`src/rtl/i2s_tdm_clk_gen.sv`:
```
// Master-mode SCK / WS generator for I2S, MSB- and LSB-justified stereo or NUM_CH-slot TDM frames.
// Configuration is shadowed at start and re-latched only at frame boundaries.
module i2s_tdm_clk_gen #(
    parameter int NUM_CH = 2,
    parameter int DIV_W  = 8
) (
    input  logic                      clk,
    input  logic                      rst,
    input  logic                      en,
    input  logic                      stop,
    input  logic [DIV_W-1:0]          clk_div,
    input  logic                      slot_size,
    input  logic [1:0]                standard,
    output logic                      sck,
    output logic                      ws,
    output logic                      sck_rise,
    output logic                      sck_fall,
    output logic [$clog2(NUM_CH)-1:0] ch_idx,
    output logic [4:0]                bit_idx,
    output logic                      frame_start,
    output logic                      idle,
    output logic                      cfg_err
);

    localparam int CH_W  = $clog2(NUM_CH);
    localparam int POS_W = $clog2(NUM_CH * 32) + 1;

    localparam logic [1:0] STD_MSB = 2'b01;
    localparam logic [1:0] STD_LSB = 2'b10;
    localparam logic [1:0] STD_RSV = 2'b11;

    logic             sck_q, sck_d;
    logic             ws_q, ws_d;
    logic             rise_q, rise_d;
    logic             fall_q, fall_d;
    logic             fs_q, fs_d;
    logic             idle_q, idle_d;
    logic             cfg_err_q, cfg_err_d;
    logic [CH_W-1:0]  ch_q, ch_d;
    logic [4:0]       bit_q, bit_d;
    logic [POS_W-1:0] pos_q, pos_d;
    logic [DIV_W-1:0] cnt_q, cnt_d;
    logic [DIV_W-1:0] div_sh_q, div_sh_d;
    logic             slot_sh_q, slot_sh_d;
    logic [1:0]       std_sh_q, std_sh_d;

    logic             last_bit_s;
    logic             last_ch_s;
    logic [POS_W-1:0] pos_inc_s;

    function automatic logic [4:0] slot_top(input logic s32);
        return s32 ? 5'd31 : 5'd15;
    endfunction

    // Reserved standard falls through to the I2S branch.
    function automatic logic ws_for(input logic [POS_W-1:0] p, input logic s32, input logic [1:0] sd);
        logic [POS_W-1:0] slot;
        logic [POS_W-1:0] frame;
        logic [POS_W-1:0] nxt;
        logic             lvl;
        slot  = s32 ? POS_W'(32) : POS_W'(16);
        frame = POS_W'(NUM_CH) * slot;
        nxt   = (p == frame - POS_W'(1)) ? POS_W'(0) : p + POS_W'(1);
        if (NUM_CH == 2) begin
            if (sd == STD_MSB || sd == STD_LSB) lvl = (p >= slot);
            else                                lvl = (nxt >= slot);
        end else begin
            if (sd == STD_MSB || sd == STD_LSB) lvl = (p == POS_W'(0));
            else                                lvl = (p == frame - POS_W'(1));
        end
        return lvl;
    endfunction

    assign last_bit_s = (bit_q == 5'd0);
    assign last_ch_s  = (ch_q == CH_W'(NUM_CH - 1));
    assign pos_inc_s  = pos_q + POS_W'(1);

    // Next-state: enable/start handling, divider, SCK edges and frame position.
    always_comb begin
        sck_d     = sck_q;
        ws_d      = ws_q;
        rise_d    = 1'b0;
        fall_d    = 1'b0;
        fs_d      = 1'b0;
        idle_d    = idle_q;
        cfg_err_d = cfg_err_q;
        ch_d      = ch_q;
        bit_d     = bit_q;
        pos_d     = pos_q;
        cnt_d     = cnt_q;
        div_sh_d  = div_sh_q;
        slot_sh_d = slot_sh_q;
        std_sh_d  = std_sh_q;
        if (!en) begin
            sck_d     = 1'b0;
            ws_d      = 1'b0;
            idle_d    = 1'b1;
            ch_d      = CH_W'(0);
            bit_d     = 5'd31;
            pos_d     = POS_W'(0);
            cnt_d     = DIV_W'(0);
            div_sh_d  = DIV_W'(0);
            slot_sh_d = 1'b0;
            std_sh_d  = 2'b00;
        end else if (idle_q) begin
            if (!stop) begin
                idle_d    = 1'b0;
                div_sh_d  = clk_div;
                slot_sh_d = slot_size;
                std_sh_d  = standard;
                cfg_err_d = cfg_err_q | (standard == STD_RSV);
                cnt_d     = DIV_W'(0);
                sck_d     = 1'b0;
                pos_d     = POS_W'(0);
                ch_d      = CH_W'(0);
                bit_d     = slot_top(slot_size);
                ws_d      = ws_for(POS_W'(0), slot_size, standard);
            end else begin
                idle_d = 1'b1;
            end
        end else if (cnt_q != div_sh_q) begin
            cnt_d = cnt_q + DIV_W'(1);
        end else if (!sck_q) begin
            cnt_d  = DIV_W'(0);
            sck_d  = 1'b1;
            rise_d = 1'b1;
        end else begin
            cnt_d  = DIV_W'(0);
            sck_d  = 1'b0;
            fall_d = 1'b1;
            if (!last_bit_s) begin
                bit_d = bit_q - 5'd1;
                pos_d = pos_inc_s;
                ws_d  = ws_for(pos_inc_s, slot_sh_q, std_sh_q);
            end else if (!last_ch_s) begin
                ch_d  = ch_q + CH_W'(1);
                bit_d = slot_top(slot_sh_q);
                pos_d = pos_inc_s;
                ws_d  = ws_for(pos_inc_s, slot_sh_q, std_sh_q);
            end else if (stop) begin
                // Halt on the final falling edge; the frame is not restarted.
                idle_d = 1'b1;
                ws_d   = 1'b0;
                ch_d   = CH_W'(0);
                bit_d  = 5'd31;
                pos_d  = POS_W'(0);
            end else begin
                fs_d      = 1'b1;
                div_sh_d  = clk_div;
                slot_sh_d = slot_size;
                std_sh_d  = standard;
                cfg_err_d = cfg_err_q | (standard == STD_RSV);
                pos_d     = POS_W'(0);
                ch_d      = CH_W'(0);
                bit_d     = slot_top(slot_size);
                ws_d      = ws_for(POS_W'(0), slot_size, standard);
            end
        end
    end

    // State registers with asynchronous reset.
    always_ff @(posedge clk or posedge rst) begin
        if (rst) begin
            sck_q     <= 1'b0;
            ws_q      <= 1'b0;
            rise_q    <= 1'b0;
            fall_q    <= 1'b0;
            fs_q      <= 1'b0;
            idle_q    <= 1'b1;
            cfg_err_q <= 1'b0;
            ch_q      <= CH_W'(0);
            bit_q     <= 5'd31;
            pos_q     <= POS_W'(0);
            cnt_q     <= DIV_W'(0);
            div_sh_q  <= DIV_W'(0);
            slot_sh_q <= 1'b0;
            std_sh_q  <= 2'b00;
        end else begin
            sck_q     <= sck_d;
            ws_q      <= ws_d;
            rise_q    <= rise_d;
            fall_q    <= fall_d;
            fs_q      <= fs_d;
            idle_q    <= idle_d;
            cfg_err_q <= cfg_err_d;
            ch_q      <= ch_d;
            bit_q     <= bit_d;
            pos_q     <= pos_d;
            cnt_q     <= cnt_d;
            div_sh_q  <= div_sh_d;
            slot_sh_q <= slot_sh_d;
            std_sh_q  <= std_sh_d;
        end
    end

    assign sck         = sck_q;
    assign ws          = ws_q;
    assign sck_rise    = rise_q;
    assign sck_fall    = fall_q;
    assign ch_idx      = ch_q;
    assign bit_idx     = bit_q;
    assign frame_start = fs_q;
    assign idle        = idle_q;
    assign cfg_err     = cfg_err_q;

endmodule
```
`config.mk`:
```
export PLATFORM = sky130hd
export DESIGN_NAME = i2s_tdm_clk_gen
export DESIGN_NICKNAME = d
export VERILOG_FILES = /design/src/rtl/i2s_tdm_clk_gen.sv
export SDC_FILE = /design/constraint.sdc
export NUM_CORES = 1
export LEC_CHECK = 0
export CORE_ASPECT_RATIO = 1.4
export CORE_MARGIN = 1
export CORE_UTILIZATION = 50
export DETAILED_ROUTE_END_ITERATION = 16
export DONT_BUFFER_PORTS = 1
export GPL_TIMING_DRIVEN = 0
export HOLD_SLACK_MARGIN = 0.12
export PLACE_DENSITY = 0.68
export SYNTH_ARGS = -nofsm -noshare
export SYNTH_HDL_FRONTEND = slang
export SYNTH_SLANG_ARGS = --single-unit
```
`constraint.sdc`:
```
create_clock -name clk -period 3.16 [get_ports clk]
set_input_delay 0.79 -clock clk [delete_from_list [all_inputs] [get_ports clk]]
set_output_delay 0.79 -clock clk [all_outputs]
set_load 0.01 [all_outputs]
```
-- Word-level counts from Yosys, hierarchy flattened
Cells that the tools add are included.
- logic and storage cells: 145
- output and inout bits: 13
- input bits: 15
- bits in registers: 39
- mux-type cells: 94
- magnitude comparators: 4
- add/sub/neg operators: 7
- eq/ne operators: 13
- bitwise gates (word level): 1
- reductions and logical operators: 12
- operator list (cell ; number):
    8-bit two-way mux ; 11
    1-bit two-way mux ; 56
    7-bit two-way mux ; 8
    5-bit two-way mux ; 10
    7-bit by 1-bit adder with 7-bit output (second input constant) ; 2
    7-bit by 6-bit greater-or-equal comparator with 1-bit output ; 2
    2-bit two-way mux ; 7
    7-bit by 1-bit subtractor with 7-bit output (second input constant) ; 2
    6-bit two-way mux ; 2
    3-bit by 1-bit != test with 1-bit output (second input constant) ; 3
    8-bit by 1-bit adder with 8-bit output (second input constant) ; 1
    8-bit != test ; 1
    4-bit AND reduction ; 2
    7-bit equality test ; 1
    7-bit logical NOT ; 1
    2-bit equality test (second input constant) ; 3
    1-bit by 6-bit greater-or-equal comparator with 1-bit output ; 1
    1-bit by 6-bit greater-or-equal comparator with 1-bit output (first input constant) ; 1
    3-bit != test (second input constant) ; 2
    2-bit nonzero test ; 3
    5-bit logical NOT ; 1
    5-bit AND reduction ; 1
    5-bit by 1-bit subtractor with 5-bit output (second input constant) ; 1
    2-bit by 1-bit equality test with 1-bit output (second input constant) ; 2
    6 further kinds ; 7

-- Longest topological paths before layout
- depth after elaboration: 13
- gate-level depth with buffers: 13
- mapped depth without buffers: 12

-- Least setup slack after synthesis
OpenSTA, ideal clock, no wires.
- kind: register -> register
- from: register pos_q[0]
- to: register ws_q, in the netlist ws
- path buffers: 1
- slack: 0.571 ns
- required time: 3.034 ns
- data arrival time: 2.463 ns
- clock period less this slack: 2.589 ns
- cell stages (with the launch flop): 14
- library setup time: 0.126 ns
- path through: dfrtp_1 > buf_4 > nand3_2 > nor2_2 > xor2_2 > ha_1 > inv_1 > nor2_1 > a31oi_1 > ha_1 > a21oi_1 > nand2_1 > a211o_1 > a221o_1
- word-level cells in the longest chain between the ends: 11
- ends and longest elaborated chain (element ; line ; text):
    start: declaration ; 41 ; logic [POS_W-1:0] pos_q, pos_d;
    start signal: assignment ; 188 ; pos_q <= pos_d;
    7-bit by 1-bit adder with 7-bit output * ; 76 ; assign pos_inc_s = pos_q + POS_W'(1);
    7-bit by 1-bit adder with 7-bit output / 7-bit equality test (equally long branches) ; n/a ;
    7-bit two-way mux ; 63 ; nxt = (p == frame - POS_W'(1)) ? POS_W'(0) : p + POS_W'(1);
    7-bit by 6-bit greater-or-equal comparator with 1-bit output ; 66 ; else lvl = (nxt >= slot);
    1-bit two-way mux * ; 65 ; if (sd == STD_MSB || sd == STD_LSB) lvl = (p >= slot);
    1-bit two-way mux ; 135 ; end else if (!last_ch_s) begin
    1-bit two-way mux * ; 131 ; if (!last_bit_s) begin
    1-bit two-way mux * ; 123 ; end else if (!sck_q) begin
    1-bit two-way mux * ; 121 ; end else if (cnt_q != div_sh_q) begin
    1-bit two-way mux * ; 105 ; end else if (idle_q) begin
    1-bit two-way mux * ; 94 ; if (!en) begin
    end signal: assignment ; 180 ; ws_q <= ws_d;
    end: declaration ; 33 ; logic ws_q, ws_d;
Mark *: on every way between the ends. The rest lies on a longest branch, timed or not. The select of a mux whose other input is x is not followed.
A chain may end at the register's enable or synchronous reset.

-- Worst setup path in the final report
Ends and elaborated chain as after synthesis.

==> flow_metrics.env <==
export IMPL_ant_nets=0
export IMPL_row_count=30
export IMPL_ioPinCount=28
export IMPL_h_tree_depth=2
export IMPL_die_w_um=61.5
export IMPL_cp_start_kind="register"
export IMPL_finalCritPeriodShare_pct=90.1
export IMPL_use_met3_pct=5.18
export IMPL_synth_most_common_cell="dfrtp_1"
export IMPL_grt_max_degree=40
export IMPL_ir_drop_v=0.000246
export IMPL_gr_total_overflow=0
export IMPL_syn_nets=273
export IMPL_wire_per_inst_um=16.4
export IMPL_start_util_pct=51.6
export IMPL_clockRootBuffer="clkbuf_8"
export IMPL_finalCriticalPeriod_ns=2.85
export IMPL_cts_clk_slew_worst_paths_ns=0.08
export IMPL_tritoncts="done"
export IMPL_routed_via_density=5.81
export IMPL_yosys_area_top_type="dfrtp_1"
export IMPL_multi_input_area_mm2=0.00138
export IMPL_netlist_area_leader_share_pct=33.3
export IMPL_run_status="finished, final reports clean"
export IMPL_tightestPinTransition_ns=0.824
export IMPL_synth_area_per_cell_um2=10.0
export IMPL_utilization_pct=55.5
export IMPL_drt_total_wl_um=5240
export IMPL_gr_usage_met2_pct=37.5
export IMPL_max_cap_violations=0
export IMPL_drive_gt1_share_pct=16.4
export IMPL_finalSetupViolations=0
export IMPL_synth_seq_cells=39
export IMPL_fin_ws_ns=0.313
export IMPL_holdWs_ns=0.529
export IMPL_use_met1_pct=26.7
export IMPL_dieArea_mm2=0.00525
export IMPL_cts_setup_buffers=0
export IMPL_grt_total_usage_pct=22.3
export IMPL_first_global_vias=1838
export IMPL_num_antenna_cells=0
export IMPL_synth_flop_cell="dfrtp_1"
export IMPL_cts_buffer_depth=2
export IMPL_critical_path_required_ns=3.33
export IMPL_cts_resized=0
export IMPL_yosys_top_cells_count="dfrtp_1, nand2_1, o21ai_0"
export IMPL_slew_viol_final=0
export IMPL_fillers=471
export IMPL_yosysWarnings=0
export IMPL_fmax_mhz=351
export IMPL_grt_antenna_before_repair=0
export IMPL_power_density_mw_per_mm2=409
export IMPL_synth_cell_type_count=67
export IMPL_hold_buffers=0
export IMPL_core_mm2=0.00480
export IMPL_ff_latch_area_um2=983
export IMPL_leakage_nw=1.16
export IMPL_route_detailed_drc=0
export IMPL_insertion_delay_ns=0.29
export IMPL_post_place_ws_ns=0.325
export IMPL_cp_max_fo=10
export IMPL_path_class="reg -> reg"
export IMPL_p_total_mw=1.09
export IMPL_fin_skew_ns=0.00864
export IMPL_fin_nets=280
export IMPL_drtIter0Drc=112
export IMPL_gp_congestion=0.800
export IMPL_cts_buffers=5
export IMPL_max_slew_margin_pct=45.0
export IMPL_place_inst=312
export IMPL_firstDrtPassIters=4
export IMPL_die_h_um=85.4
export IMPL_place_area_mm2=0.00256
export IMPL_instances_no_fill=320
export IMPL_syn_inst=248
export IMPL_hpwlAfterDp_um=3850
export IMPL_dr_total_vias=1859
export IMPL_endpoint_kind="register"
export IMPL_final_area_mm2=0.00267
export IMPL_cts_sinks=39
export IMPL_grt_busiest_layer="met2"
export IMPL_rsz0062_at_grt="no"
export IMPL_ys_seq_area_share_pct=39.6
export IMPL_grt_pass1_wl_um=8670
export IMPL_async_flop_share_pct=100
export IMPL_synth_cell_area_mm2=0.00248
export IMPL_synth_edf_count=0
export IMPL_synthTopCellsByArea="dfrtp_1, dfstp_2, ha_1"
export IMPL_port_buffers=0
export IMPL_hold_violations=0
export IMPL_area_growth_syn_to_layout_pct=7.41
export IMPL_crit_arrival_ns=3.02
export IMPL_hold_class="reg -> reg"
export IMPL_tns_ns=0
## critical path: stages, from the launching register on
cell	delay, ns
dfrtp_1	0.38
buf_4	0.18
nand3_2	0.12
nor2_2	0.15
xor2_2	0.27
ha_1	0.28
inv_1	0.09
nor2_1	0.06
a31oi_1	0.17
ha_1	0.26
a21oi_1	0.14
nand2_1	0.06
a211o_1	0.22
a221o_1	0.33
## report_power, final
part	internal [mW]	total [mW]	switching (mW)
sequential	0.532	0.568	0.0358
clock	0.199	0.379	0.180
combinational	0.0583	0.143	0.0848
## cell type report
cell class	instances	share of cell area [%]
Tap cell	64	3.00
Multi-Input combinational cell	187	51.6
Buffer	9	2.77
Sequential cell	39	36.9
Inverter	13	1.83
Clock buffer	7	3.62
Clock inverter	1	0.282
## worst paths after layout
path / from / end / slack (ns) / depth (start not counted)
max: pos_q[0] / ws / 0.31 / 13
min: bit_idx[4] / bit_idx[4] / 0.53 / 2
max reg2reg: pos_q[0] / ws / 0.31 / 13
min reg2reg: bit_idx[4] / bit_idx[4] / 0.53 / 2
max in group asynchronous: rst / std_sh_q[0] / 2.10 / 1
min in group asynchronous: rst / cnt_q[0] / 0.54 / 1
## registers in the layout (all words and copies together) (netlist names)
signal	flops
sck_rise	1
ch_idx	1
cnt_q	8
sck	1
div_sh_q	8
sck_fall	1
pos_q	7
bit_idx	5
ws	1
slot_sh_q	1
idle	1
std_sh_q	2
cfg_err	1
frame_start	1
## placed cells by master, fill, tap and decap left out, drive strengths merged, types with 2 or more instances in the layout
master  instances
xor2            2
and4            2
nand2          23
a21oi           9
o21ai          23
inv            13
buf             6
mux2i          11
nor3            2
and2b           2
dfstp           6
clkbuf         10
dfrtp          33
o21a            3
xnor2          13
and3            6
nor2           13
nand2b          6
a22o            2
a21o            3
ha             10
and2            3
nand4           5
nor2b          13
o22ai           2
o31ai           3
nand3           6
or3             3
o41ai           2
a31oi           5
## per-layer routing
layer	wire (um)	share of wire, %
met5	0	0
met4	103	2.0
met1	2090	40
met2	2770	53
met3	273	5.2
## cell families (layout without fill, tap and decap cells)
family          count (synthesis)  after routing  share of synthesized area [%]
compound gates                 63             63                           17.9
buf+inv                        22             30                           4.94
fa+ha+maj                      10             10                           5.04
xor+xnor                       15             15                           5.90
simple gates                   88             88                           22.1
flops                          39             39                           39.6
mux                            11             11                           4.44
Power figures use the tool's default switching activity.
